--- src/rtl/binary_gray.sv ---
// binary_gray: registered dual-direction binary <-> reflected Gray converter.
// sel=0 converts binary to Gray, sel=1 converts Gray to binary; the result,
// a valid strobe and the producing sel appear one clock after sampling.
module binary_gray #(
  parameter int unsigned WIDTH = 4
) (
  input  logic             clk,
  input  logic             reset,
  input  logic [WIDTH-1:0] num,
  input  logic             sel,
  input  logic             in_valid,
  output logic [WIDTH-1:0] out,
  output logic             out_valid,
  output logic             out_sel
);

  logic [WIDTH-1:0] w_b2g;
  logic [WIDTH-1:0] w_g2b;
  logic [WIDTH-1:0] w_conv;

  logic [WIDTH-1:0] r_out;
  logic             r_valid;
  logic             r_sel;

  // Binary to Gray: each bit is the XOR of itself and its upper neighbour.
  always_comb begin
    w_b2g = num ^ (num >> 1);
  end

  // Gray to binary: bit i is the XOR of all Gray bits from the MSB down to i,
  // written as a reduction over the shifted word instead of a ripple chain.
  always_comb begin
    w_g2b = '0;
    for (int unsigned i = 0; i < WIDTH; i++) begin
      w_g2b[i] = ^(num >> i);
    end
  end

  // Direction select for the value about to be registered.
  always_comb begin
    w_conv = sel ? w_g2b : w_b2g;
  end

  // Output register: reset wins, accepted inputs load, otherwise hold data
  // and drop the valid strobe.
  always_ff @(posedge clk) begin
    if (reset) begin
      r_out   <= '0;
      r_sel   <= 1'b0;
      r_valid <= 1'b0;
    end else if (in_valid) begin
      r_out   <= w_conv;
      r_sel   <= sel;
      r_valid <= 1'b1;
    end else begin
      r_valid <= 1'b0;
    end
  end

  assign out       = r_out;
  assign out_valid = r_valid;
  assign out_sel   = r_sel;

endmodule

--- config.mk ---
export PLATFORM = sky130hd
export DESIGN_NAME = binary_gray
export DESIGN_NICKNAME = d
export VERILOG_FILES = /design/src/rtl/binary_gray.sv
export SDC_FILE = /design/constraint.sdc
export NUM_CORES = 1
export LEC_CHECK = 0
export CORE_AREA = 2 2 39 41
export CTS_CLUSTER_DIAMETER = 30
export CTS_CLUSTER_SIZE = 24
export DETAILED_ROUTE_END_ITERATION = 12
export DIE_AREA = 0 0 41 43
export SYNTH_ARGS = -nofsm -noshare
export SYNTH_HDL_FRONTEND = slang
export SYNTH_SLANG_ARGS = --single-unit
export TNS_END_PERCENT = 50
--- constraint.sdc ---
create_clock -name clk -period 1.6 [get_ports clk]
set_clock_uncertainty 0.2 [all_clocks]
set_input_delay 0.4 -clock clk [delete_from_list [all_inputs] [get_ports clk]]
set_output_delay 0.4 -clock clk [all_outputs]
set_load 0.02 [all_outputs]
==> results_dict.tcl <==
set metrics [dict create \
    synth_edf_count 0 \
    clkLatencyLatePin_ps 250 \
    tightest_slew_ps 267 \
    hp-start "out[1]$_SDFFE_PP0P_" \
    root_buffer "clkbuf_4" \
    cp-end-kind "output port" \
    synth_seq_cells 6 \
    met2_usage 0.134 \
    pwr-share-clk 0.355 \
    htree_num_levels 1 \
    cts_resized 6 \
    coreArea_sq_um 1380 \
    dieHeight_microns 43 \
    crit_chain "dlygate4sd2_1" \
    hold_violations 0 \
    rr_startpoint "out[0]$_SDFFE_PP0P_" \
    antenna_found_initial 0 \
    drc 0 \
    cts_buffers 3 \
    p_comb_frac 0.237 \
    place_hpwl_microns 488 \
    synthFlopType "dfxtp_1" \
    slew_violations 0 \
    synth_top_area_cell "dfxtp_1" \
    grtUsageMet1 0.113 \
    async_flop_share 0 \
    switching_share 0.260 \
    synth_common_cells "6 x dfxtp_1, 3 x mux2i_1, 3 x nor2_1, 3 x xnor2_1" \
    postRouteAntennaNets 0 \
    p_switching_mw 0.105 \
    crit_arrival_ps 910 \
    powerDensity_nw_per_um2 866 \
    syn_area_sq_um 255 \
    worstPathMaxFanout 2 \
    multiInputGateArea_sq_um 123 \
    place_ws_ps -155 \
    fin_nets 58 \
    r2r_cells 2 \
    port_buffers 13 \
    drtIter0Drc 6 \
    seqCellArea_sq_um 120 \
    startpoint_type "flop" \
    grt.busiest_layer "met2" \
    period_needed_ps 1510 \
    cp_slowest_cell "dfxtp_1" \
    hold_path.class "reg2reg" \
    ys_top_cells_by_area "dfxtp_1 47%, mux2i_1 12%, xnor2_1 10%" \
    p_leak_nw 0.223 \
    tns_ps 0 \
    clock_path_buffers 2 \
    crit_buf_inv 1 \
    power.internal_mw 0.300 \
    synthToLayoutAreaGrowth_pct 83.3 \
    grt_pass1_wl_microns 1110 \
    met3_usage 0.0942 \
    yosys_warnings 0 \
    first_global_vias 271 \
    wire_per_inst_microns 9.38 \
    rsz0062_at_grt "false" \
    path_clk_slew_ps 50 \
    synth_seq_area_share 0.471 \
    max_cap_viol_count 0 \
    syn_inst 26 \
    cts_tree "built" \
    gp_congestion 0.715 \
    cp.depth 1 \
    syn-num-nets 34 \
    insertedDiodeCount 0 \
    routed_wl_microns 600 \
    finalSetupViolations 0 \
    critPathRequiredTime_ps 1000 \
    synth.top_cell.area_share 0.471 \
    ys_types 13 \
    critPathTopFamily "flip-flops" \
    synth_most_common_cell "dfxtp_1" \
    slew_headroom 0.821 \
    grt_max_degree 6 \
    drive_gt1_frac 0.208 \
    setup.worst_path.start "out[0]$_SDFFE_PP0P_" \
    status "complete, no violations" \
    dr.pass1.iters 3 \
    pwr-share-seq 0.408 \
    min_period_over_period 0.942 \
    holdPathStages 2 \
    synth_area_per_cell_sq_um 9.82 \
    clock_sinks 6 \
    via_count 253 \
    grt_use_total 0.105 \
    total_power_mw 0.405 \
    ctsHoldBuffers 0 \
    overflow 0 \
    die_w_microns 41 \
    ir_worst_vdd_v 0.000548 \
    initial_utilization 0.184 \
    num_rows 14 \
    max_freq_ghz 0.663 \
    dieArea_sq_um 1760 \
    fill_cells 148 \
    cts_setup_buffers 0 \
    fin_ws_ps 92.8 \
    ioPinCount 14 \
    viasPerCell 3.95 \
    worstSetupPathType "reg2out" \
    crit_path_max_incr_delay_ps 330 \
]
[flip-flops by register name (all words and copies together) (netlist names)]
name,flops
out,4
out_sel,1
out_valid,1
[final cells by class]
class | count | share of cell area
multi-input combinational | 17 | 0.262
tap | 16 | 0.0428
timing repair buffer | 20 | 0.374
clock buffer | 3 | 0.0481
inverter | 2 | 0.0160
sequential | 6 | 0.257
[stage by stage]
stage	instance area [sq um]	utilization	cells	hold slack [ps]
after floorplan	255	-	26	272
after global placement	453	0.327	61	268
after detailed placement	453	0.327	61	283
after CTS	468	0.338	64	287
after global routing	468	0.338	64	339
final	468	0.338	64	281
[worst paths after layout]
| kind | to | slack, ps |
|---|---|---|
| worst max-delay path | out[0] | 90 |
| worst max register to register | out[0]$_SDFFE_PP0P_ | 680 |
| worst min-delay path | out[1]$_SDFFE_PP0P_ | 280 |
| worst min register to register | out[1]$_SDFFE_PP0P_ | 280 |
[cells by family after synthesis]
family,Yosys count,synth area share
compound gates,3,0.0932
buf+inv,3,0.0490
mux,3,0.118
flops,6,0.471
simple gates,7,0.132
xor+xnor,4,0.137
[cell usage in the layout, fill, tap and decap left out, types with 2 or more instances in the layout]
cell             instances
nor2_1                   3
dfxtp_1                  6
clkdlybuf4s50_1          7
dlygate4sd2_1            6
nand2b_1                 2
inv_1                    2
mux2i_1                  3
clkbuf_4                 3
buf_4                    7
xnor2_1                  3
[power groups by stage]
stage / sequential (mW) / combinational, mW / clock, mW
after floorplan: 0.182 / 0.0295 / 0
after global placement: 0.169 / 0.104 / 0
after detailed placement: 0.169 / 0.105 / 0
after CTS: 0.166 / 0.0976 / 0.149
after global routing: 0.167 / 0.106 / 0.166
final: 0.165 / 0.0959 / 0.144
[per-layer routing]
layer	share of wire	vias to the layer above
li1	-	131
met1	0.40	109
met2	0.48	11
met3	0.11	2
met4	0.015	0
met5	0	-
No activity file was read; power rests on OpenSTA's default activity.
